### src/rtl/irq_timer_pkg.sv
// Shared register map, CTRL bit positions and id encoding for the
// timer/interrupt controller.
package irq_timer_pkg;

    typedef enum logic [2:0] {
        REG_MTIME    = 3'd0,
        REG_MTIMECMP = 3'd1,
        REG_CTRL     = 3'd2,
        REG_EXT_EN   = 3'd3,
        REG_EXT_MODE = 3'd4,
        REG_EXT_PEND = 3'd5,
        REG_CLAIM    = 3'd6,
        REG_RSVD     = 3'd7
    } reg_addr_e;

    localparam int CTRL_EN_BIT = 0;
    localparam int CTRL_AR_BIT = 1;
    localparam int ID_W        = 5;
    localparam int MAX_EXT     = 31;

    // Lowest set bit wins; result is index+1 so that 0 means "nothing pending".
    function automatic logic [ID_W-1:0] first_pending_id(input logic [MAX_EXT-1:0] v);
        logic [ID_W-1:0] id;
        id = '0;
        for (int i = MAX_EXT - 1; i >= 0; i--) begin
            if (v[i]) id = ID_W'(i + 1);
        end
        return id;
    endfunction

endpackage

### src/rtl/irq_channel.sv
// One external interrupt channel: two-flop synchroniser, rising-edge
// detector and the pending bit in either edge or level mode.
module irq_channel (
    input  logic clk_i,
    input  logic rst_i,
    input  logic irq_i,
    input  logic edge_mode_i,
    input  logic clr_i,
    input  logic flush_i,
    output logic pend_o
);

    logic sync_p0;
    logic sync_p1;
    logic prev_p2;
    logic rise;

    always_ff @(posedge clk_i) begin
        if (rst_i) begin
            sync_p0 <= 1'b0;
            sync_p1 <= 1'b0;
            prev_p2 <= 1'b0;
        end else begin
            sync_p0 <= irq_i;
            sync_p1 <= sync_p0;
            prev_p2 <= sync_p1;
        end
    end

    assign rise = sync_p1 & ~prev_p2;

    // A fresh edge beats a clear arriving in the same cycle so it is never lost.
    always_ff @(posedge clk_i) begin
        if (rst_i) begin
            pend_o <= 1'b0;
        end else if (flush_i) begin
            pend_o <= 1'b0;
        end else if (edge_mode_i) begin
            if (rise)       pend_o <= 1'b1;
            else if (clr_i) pend_o <= 1'b0;
        end else begin
            pend_o <= sync_p1;
        end
    end

endmodule

### src/rtl/irq_timer_ctrl.sv
// Machine timer plus external interrupt controller behind a small
// word-addressed register bus.
module irq_timer_ctrl
    import irq_timer_pkg::*;
#(
    parameter int DW      = 32,
    parameter int NUM_EXT = 4
) (
    input  logic               clk_i,
    input  logic               rst_i,
    input  logic               sel_i,
    input  logic               we_i,
    input  logic [2:0]         addr_i,
    input  logic [DW-1:0]      wdata_i,
    output logic [DW-1:0]      rdata_o,
    input  logic [NUM_EXT-1:0] ext_irq_i,
    output logic               t_intr_o,
    output logic               e_intr_o,
    output logic [ID_W-1:0]    irq_id_o
);

    reg_addr_e          addr;
    logic               wr;
    logic               rd;
    logic               claim;
    logic [DW-1:0]      mtime;
    logic [DW-1:0]      mtimecmp;
    logic               timer_en;
    logic               auto_reload;
    logic [NUM_EXT-1:0] ext_en;
    logic [NUM_EXT-1:0] ext_mode;
    logic [NUM_EXT-1:0] ext_pend;
    logic [NUM_EXT-1:0] mode_nxt;
    logic [NUM_EXT-1:0] flush;
    logic [NUM_EXT-1:0] clr;
    logic [NUM_EXT-1:0] active;
    logic [MAX_EXT-1:0] active_ext;
    logic [DW-1:0]      rd_mux;

    assign addr  = reg_addr_e'(addr_i);
    assign wr    = sel_i & we_i;
    assign rd    = sel_i & ~we_i;
    assign claim = rd && (addr == REG_CLAIM);

    assign t_intr_o = timer_en && (mtime >= mtimecmp);

    // Bus write to MTIME overrides both auto-reload and counting.
    always_ff @(posedge clk_i) begin
        if (rst_i) begin
            mtime       <= '0;
            mtimecmp    <= '1;
            timer_en    <= 1'b0;
            auto_reload <= 1'b0;
            ext_en      <= '0;
            ext_mode    <= '0;
        end else begin
            if (wr && addr == REG_MTIME)     mtime <= wdata_i;
            else if (auto_reload && t_intr_o) mtime <= '0;
            else if (timer_en)                mtime <= mtime + DW'(1);

            if (wr && addr == REG_MTIMECMP) mtimecmp <= wdata_i;
            if (wr && addr == REG_CTRL) begin
                timer_en    <= wdata_i[CTRL_EN_BIT];
                auto_reload <= wdata_i[CTRL_AR_BIT];
            end
            if (wr && addr == REG_EXT_EN) ext_en <= wdata_i[NUM_EXT-1:0];
            ext_mode <= mode_nxt;
        end
    end

    // Channels see the new mode in the write cycle so edge->level follows at once.
    assign mode_nxt = (wr && addr == REG_EXT_MODE) ? wdata_i[NUM_EXT-1:0] : ext_mode;
    assign flush    = mode_nxt & ~ext_mode;

    for (genvar i = 0; i < NUM_EXT; i++) begin : g_ch
        assign clr[i] = (wr && addr == REG_EXT_PEND && wdata_i[i])
                      | (claim && irq_id_o == ID_W'(i + 1));

        irq_channel u_ch (
            .clk_i       (clk_i),
            .rst_i       (rst_i),
            .irq_i       (ext_irq_i[i]),
            .edge_mode_i (mode_nxt[i]),
            .clr_i       (clr[i]),
            .flush_i     (flush[i]),
            .pend_o      (ext_pend[i])
        );
    end

    assign active = ext_pend & ext_en;

    always_comb begin
        active_ext = '0;
        active_ext[NUM_EXT-1:0] = active;
    end

    assign irq_id_o = first_pending_id(active_ext);

    always_ff @(posedge clk_i) begin
        if (rst_i) e_intr_o <= 1'b0;
        else       e_intr_o <= |active;
    end

    always_comb begin
        rd_mux = '0;
        case (addr)
            REG_MTIME:    rd_mux = mtime;
            REG_MTIMECMP: rd_mux = mtimecmp;
            REG_CTRL: begin
                rd_mux[CTRL_EN_BIT] = timer_en;
                rd_mux[CTRL_AR_BIT] = auto_reload;
            end
            REG_EXT_EN:   rd_mux[NUM_EXT-1:0] = ext_en;
            REG_EXT_MODE: rd_mux[NUM_EXT-1:0] = ext_mode;
            REG_EXT_PEND: rd_mux[NUM_EXT-1:0] = ext_pend;
            REG_CLAIM:    rd_mux[ID_W-1:0]    = irq_id_o;
            default:      rd_mux = '0;
        endcase
    end

    always_ff @(posedge clk_i) begin
        if (rst_i)   rdata_o <= '0;
        else if (rd) rdata_o <= rd_mux;
    end

endmodule

### config.mk
export PLATFORM = sky130hd
export DESIGN_NAME = irq_timer_ctrl
export DESIGN_NICKNAME = d
export VERILOG_FILES = /design/src/rtl/irq_timer_pkg.sv /design/src/rtl/irq_channel.sv /design/src/rtl/irq_timer_ctrl.sv
export SDC_FILE = /design/constraint.sdc
export NUM_CORES = 1
export LEC_CHECK = 0
export BUFFER_PORTS_ARGS = -buffer_cell sky130_fd_sc_hd__buf_2
export CAP_MARGIN = 10
export CORE_MARGIN = 2
export CORE_UTILIZATION = 50
export CTS_BUF_LIST = sky130_fd_sc_hd__clkbuf_16
export DETAILED_ROUTE_END_ITERATION = 7
export GPL_TIMING_DRIVEN = 0
export PLACE_DENSITY = 0.81
export SYNTH_ARGS = -nofsm -noshare
export SYNTH_HDL_FRONTEND = slang
export SYNTH_SLANG_ARGS = --single-unit
### constraint.sdc
create_clock -name clk_i -period 2.3 [get_ports clk_i]
set_input_delay 0.23 -clock clk_i [delete_from_list [all_inputs] [get_ports clk_i]]
set_output_delay 0.23 -clock clk_i [all_outputs]
set_load 0.01 [all_outputs]
; Word level (Yosys, flattened, before mapping)
; Index checks and enable logic that the tools add are counted.
; W data, S select, Z words.
[word_totals]
wordCells = 106
latchBits = 0
mem_bits_rw = 0
register_bits = 123
in_bits = 43
mem_count = 0
rom_bits = 0
[op_classes]
n_mux = 24
add_sub_neg = 1
n_reduce_logical = 24
eq_ne = 14
shifts = 0
n_lt_le_gt_ge = 1
bitwise_logic = 18
multipliers = 0
div_mod_pow = 0
[ops]
columns = cell, n
row1 = $mux W32, 3
row2 = $pmux W27 S2, 1
row3 = $add A32 B1 Y32 const B, 1
row4 = $ge A32 B32 Y1, 1
row5 = $logic_and A1 B1 Y1, 17
row6 = $mux W5, 3
row7 = $pmux W2 S7, 1
row8 = $mux W1, 12
row9 = $ne A3 B1 Y1 const B, 4
row10 = $pmux W2 S6, 1
row11 = $eq A5 B2 Y1 const B, 2
row12 = $eq A3 B3 Y1 const B, 3
row13 = $and A4 B4 Y4, 2
row14 = $reduce_or A2 Y1, 4
row15 = $and A1 B1 Y1, 6
row16 = $eq A3 B2 Y1 const B, 2
row17 = $eq A5 B1 Y1 const B, 1
row18 = $eq A5 B3 Y1 const B, 1
row19 = $not A1 Y1, 5
row20 = $mux W4, 1
row21 = $not A4 Y4, 1
row22 = $or A1 B1 Y1, 4
row23 = $reduce_or A4 Y1, 1
row24 = $eq A3 B1 Y1 const B, 1
row25 = 4 further kinds, 4

; Longest topological paths before layout
[depth]
word_depth = 11
depth_mapped = 9

; Modules after synthesis
; From an unflattened synthesis, not the netlist that was laid out.
[unflattened]
hier_cells = 796
area_unflattened_um2 = 6641.4
[modules_own_cells]
columns = mod, area_per_inst_um2, cells_per_inst, n_inst
row1 = irq_timer_ctrl, 6125.9, 756, 1
row2 = irq_channel, 128.9, 10, 4

; Worst setup path after synthesis
; No wires, ideal clock.
[synth_path]
path_kind = reg2reg
startpoint = reg mtime[0]
endpoint = reg mtime[12]
required_ns = 2.208
slack_ns = 0.020
stages_incl_launch_ff = 10
n_path_buf = 1
setup_ns = 0.092
t_arrival_ns = 2.187
path_cell_list = dfxtp_1 > inv_1 > ha_1 > nand2b_1 > a2111o_1 > a32oi_1 > a21oi_1 > o21ba_2 > clkbuf_1 > o32ai_1
[synth_via]
elab_chain_len = 5
elab_cells_between_ends = 8
cone_classes = add/sub (1) / order compare (1) / mux (3) / reduce/logical (3)
[synth_lines]
columns = element, line
row1 = start: declaration, irq_timer_ctrl.sv:26  ; logic [DW-1:0] mtime;
row2 = start signal: assignment, irq_timer_ctrl.sv:57  ; if (wr && addr == REG_MTIME) mtime <= wdata_i;
row3 = start signal: assignment, irq_timer_ctrl.sv:59  ; else if (timer_en) mtime <= mtime + DW'(1);
row4 = $ge A32 B32 Y1, irq_timer_ctrl.sv:45  ; assign t_intr_o = timer_en && (mtime >= mtimecmp);
row5 = $logic_and A1 B1 Y1, irq_timer_ctrl.sv:45
row6 = $logic_and A1 B1 Y1, irq_timer_ctrl.sv:58  ; else if (auto_reload && t_intr_o) mtime <= '0;
row7 = $mux W32, irq_timer_ctrl.sv:58
row8 = $mux W32, irq_timer_ctrl.sv:57
; Parallel ways exist; a longest one is shown, timed or not. The select of a mux whose other input is x is not followed.
; A chain may end at the register's enable or synchronous reset.

; Final worst setup path
[layout_path]
startpoint = reg mtimecmp[27]
endpoint = out t_intr_o
[layout_via]
elab_chain_len = 2
[layout_lines]
columns = element, line
row1 = start: declaration, irq_timer_ctrl.sv:27  ; logic [DW-1:0] mtimecmp;
row2 = start signal: assignment, irq_timer_ctrl.sv:61  ; if (wr && addr == REG_MTIMECMP) mtimecmp <= wdata_i;
row3 = $ge A32 B32 Y1, irq_timer_ctrl.sv:45
row4 = $logic_and A1 B1 Y1, irq_timer_ctrl.sv:45
row5 = end: declaration, irq_timer_ctrl.sv:17  ; output logic t_intr_o,
; No other way between the ends.

==> flow_summary.json <==
{
  "syn_area_per_cell_um2": 8.34,
  "crit_slowest_cell": "nor4_4",
  "crit_chain": "inv_2 -> ha_4 -> nand4_1 -> nor4_4 -> nand4_1 -> a21oi_2 -> nor2_1 -> nor2_1 -> buf_2",
  "cp.arrival_ns": 2.43,
  "timing.fmax_ghz": 0.376,
  "area_growth_pct": 25.4,
  "path_class": "reg2out",
  "start_util": 0.511,
  "hp-class": "in2reg",
  "drive_gt1_frac": 0.227,
  "drt_first_pass_iters": 5,
  "async_flop_share": 0,
  "violations": "negative setup slack",
  "hold_viol": 0,
  "fin_util": 0.641,
  "ctsRootBufferMaster": "clkbuf_16",
  "fin_area_um2": 8460,
  "timing.final.ws_setup_ns": -0.360,
  "synth.cell_area_um2": 6740,
  "cts_tree": "done",
  "dp_hpwl_um": 13500,
  "rsz0062_at_grt": "yes",
  "fill_cells": 1091,
  "slew_headroom": 0.384,
  "synth_enable_flop_cells": 0,
  "tns_ns": -4.26,
  "place_area_um2": 7340,
  "yosysWarnings": 0,
  "die_w_um": 120,
  "worst_setup_path_start_kind": "register",
  "grtUsageTotal": 0.278,
  "grt_pass1_vias": 6070,
  "post-route-period-util": 1.16,
  "antenna_found_initial": 0,
  "wl_per_cell_um": 18.5,
  "cp_max_fo": 3,
  "outcome": "complete, but fails checks",
  "nets": 996,
  "vias": 6669,
  "endpoint_kind": "output pin",
  "synth_seq_area_share": 0.365,
  "dieArea_um2": 14400,
  "netlist_instances": 808,
  "clkTransAtPathRegs_ns": 0.05,
  "grt_max_degree": 17,
  "htree_levels": 4,
  "peakVddDrop_v": 0.000566,
  "setup_violations": 32,
  "postRouteWirelength_um": 20500,
  "rows": 42,
  "clk_latency_ns": 0.43,
  "drt_iter0_markers": 735,
  "avgViaCountPerCell": 6.01,
  "core_area_um2": 13200,
  "ioPinCount": 82,
  "drc": 0,
  "ys_seq_elements": 123,
  "antenna_cells": 0,
  "drtAntennaViolNets": 0,
  "globalplace.congestion": 0.916,
  "tightestPinTransition_ns": 0.924,
  "synth_cell_types": 59,
  "cap_violations": 0,
  "numClockSinks": 123,
  "numCtsBuffers": 17,
  "synth_ff_type": "dfxtp_1",
  "clockBufferDepth": 2,
  "portBuffers": 73,
  "die_h_um": 120,
  "grt_overflow": 0,
  "slowest_delay_ns": 0.34,
  "drv_slew": 0,
  "required_ns": 2.07,
  "layout_min_cycle_time_ns": 2.66,
  "power_density_nw_per_um2": 630,
  "leakage_nw": 3.45,
  "finClkSkew_ns": 0.00826,
  "hold_buffers": 0,
  "grt_pass1_wl_um": 31400
}
Yosys cell counts, types with 9 or more instances:
| cell | n | area [um2] |
|---|---|---|
| xnor2_1 | 21 | 184 |
| dfxtp_1 | 123 | 2460 |
| ha_1 | 33 | 413 |
| nand4_1 | 14 | 87.6 |
| o32ai_1 | 16 | 140 |
| nor2_1 | 96 | 360 |
| o21ai_0 | 34 | 170 |
| a211oi_1 | 34 | 255 |
| nor3_1 | 14 | 70.1 |
| a211o_1 | 33 | 289 |
| and3_1 | 14 | 87.6 |
| a22oi_1 | 30 | 225 |
| nor2b_1 | 15 | 93.8 |
| nand2_1 | 74 | 278 |
| mux2i_1 | 16 | 160 |
| a21oi_1 | 46 | 230 |
| nand2b_1 | 9 | 56.3 |
| inv_1 | 40 | 150 |
| clkbuf_1 | 43 | 161 |
| nand3_1 | 18 | 90.1 |
area by class of cell:
| cell class | instances | area [um2] | area share |
|---|---|---|---|
| Timing Repair Buffer | 93 | 568 | 0.0672 |
| Buffer | 63 | 368 | 0.0435 |
| Multi-Input combinational cell | 582 | 4110 | 0.486 |
| Inverter | 40 | 153 | 0.0181 |
| Sequential cell | 123 | 2490 | 0.295 |
| Clock inverter | 15 | 116 | 0.0138 |
| Tap cell | 176 | 220 | 0.0260 |
| Clock buffer | 17 | 425 | 0.0503 |
registers in the layout (all words and copies together) (netlist names):
register and flops:
e_intr_o 1, timer_en 1, mtime 32, g_ch.u_ch.pend_o 4
rdata_o 32, g_ch.u_ch.sync_p1 4, g_ch.u_ch.prev_p2 4, ext_en 4
ext_mode 4, mtimecmp 32, g_ch.u_ch.sync_p0 4, auto_reload 1
power by group:
group / total (W) / switching (W) / internal, W / leakage [nW]
logic: 0.000545 / 0.000316 / 0.000228 / 2.16
registers: 0.00228 / 0.0000734 / 0.00221 / 1.01
clock network: 0.00250 / 0.000950 / 0.00155 / 0.283
layout by cell type (no fill, tap or decap), types with 3 or more instances in the layout:
cell type,n
a211oi_1,33
nor2b_1,15
ha_4,6
clkinv_2,6
a32oi_1,3
nand2b_1,8
dfxtp_4,5
nor2_1,96
dfxtp_1,107
buf_1,7
mux4_2,3
a21boi_0,7
xnor2_1,21
and4_1,3
dfxtp_2,11
o21ai_2,12
buf_6,5
nand3_1,18
nor3_1,14
ha_1,27
inv_2,4
clkbuf_1,40
a21oi_1,45
o32ai_2,15
a211o_1,33
clkbuf_8,4
a22oi_1,30
clkbuf_16,20
mux2i_1,16
and3_1,14
xor2_1,8
nand2_1,74
o21ai_0,21
inv_1,38
nand4_1,14
buf_4,21
clkinv_1,4
buf_2,73
critical path, delay by kind of cell, from the launching register on:
family	cells	cell delay [ns]
and+or+nand+nor	5	0.97
AOI/OAI and AO/OA	1	0.23
adders and majority gates	1	0.26
DFF	1	0.33
buffers and inverters	2	0.20
through the flow:
step | power, W | cells | worst slack (ns) | hold slack [ns]
CTS | 0.00529 | 1100 | -0.334 | 0.00700
detailed placement | 0.00282 | 1059 | -0.593 | 0.428
floorplan | 0.00263 | 809 | 0.0204 | 0.348
global route | 0.00549 | 1109 | -0.446 | 0.0258
global placement | 0.00280 | 1058 | -0.608 | 0.418
finish | 0.00533 | 1109 | -0.360 | 0.0165
cell families (layout without fill, tap and decap cells):
group | Yosys count | in the layout | synth area share
other cells | 1 | 2 | 0.000556
simple gates | 281 | 281 | 0.203
flops | 123 | 123 | 0.365
fa+ha+maj | 33 | 33 | 0.0612
mux | 19 | 19 | 0.0338
compound gates | 218 | 218 | 0.227
buf+inv | 104 | 228 | 0.0722
xor+xnor | 29 | 29 | 0.0377
layer usage:
layer / wire length [um] / global-route usage
met1: 8580 / 0.368
met4: 529 / 0.0860
met5: 0 / 0
met3: 1990 / 0.0632
met2: 9370 / 0.452
what timing repair did:
action | in CTS | in global routing
resized for setup | 45 | 51
setup buffers | 9 | 7
endpoints found under the setup margin | 33 | 50
cloned | 0 | 3
pin swaps | 12 | 40
path summary, 6_finish.rpt:
check	slack (ns)	to	depth (start not counted)	from
hold / removal	0.02	g_ch[0].u_ch.sync_p0$_SDFF_PP0_	2	ext_irq_i[0]
hold reg to reg	0.44	g_ch[3].u_ch.sync_p1$_SDFF_PP0_	1	g_ch[3].u_ch.sync_p0$_SDFF_PP0_
setup / recovery	-0.36	t_intr_o	9	mtimecmp[27]$_SDFFE_PP1P_
setup reg to reg	-0.17	mtime[31]$_SDFFE_PP0P_	10	mtime[0]$_SDFFE_PP0P_
Power figures use the tool's default switching activity.
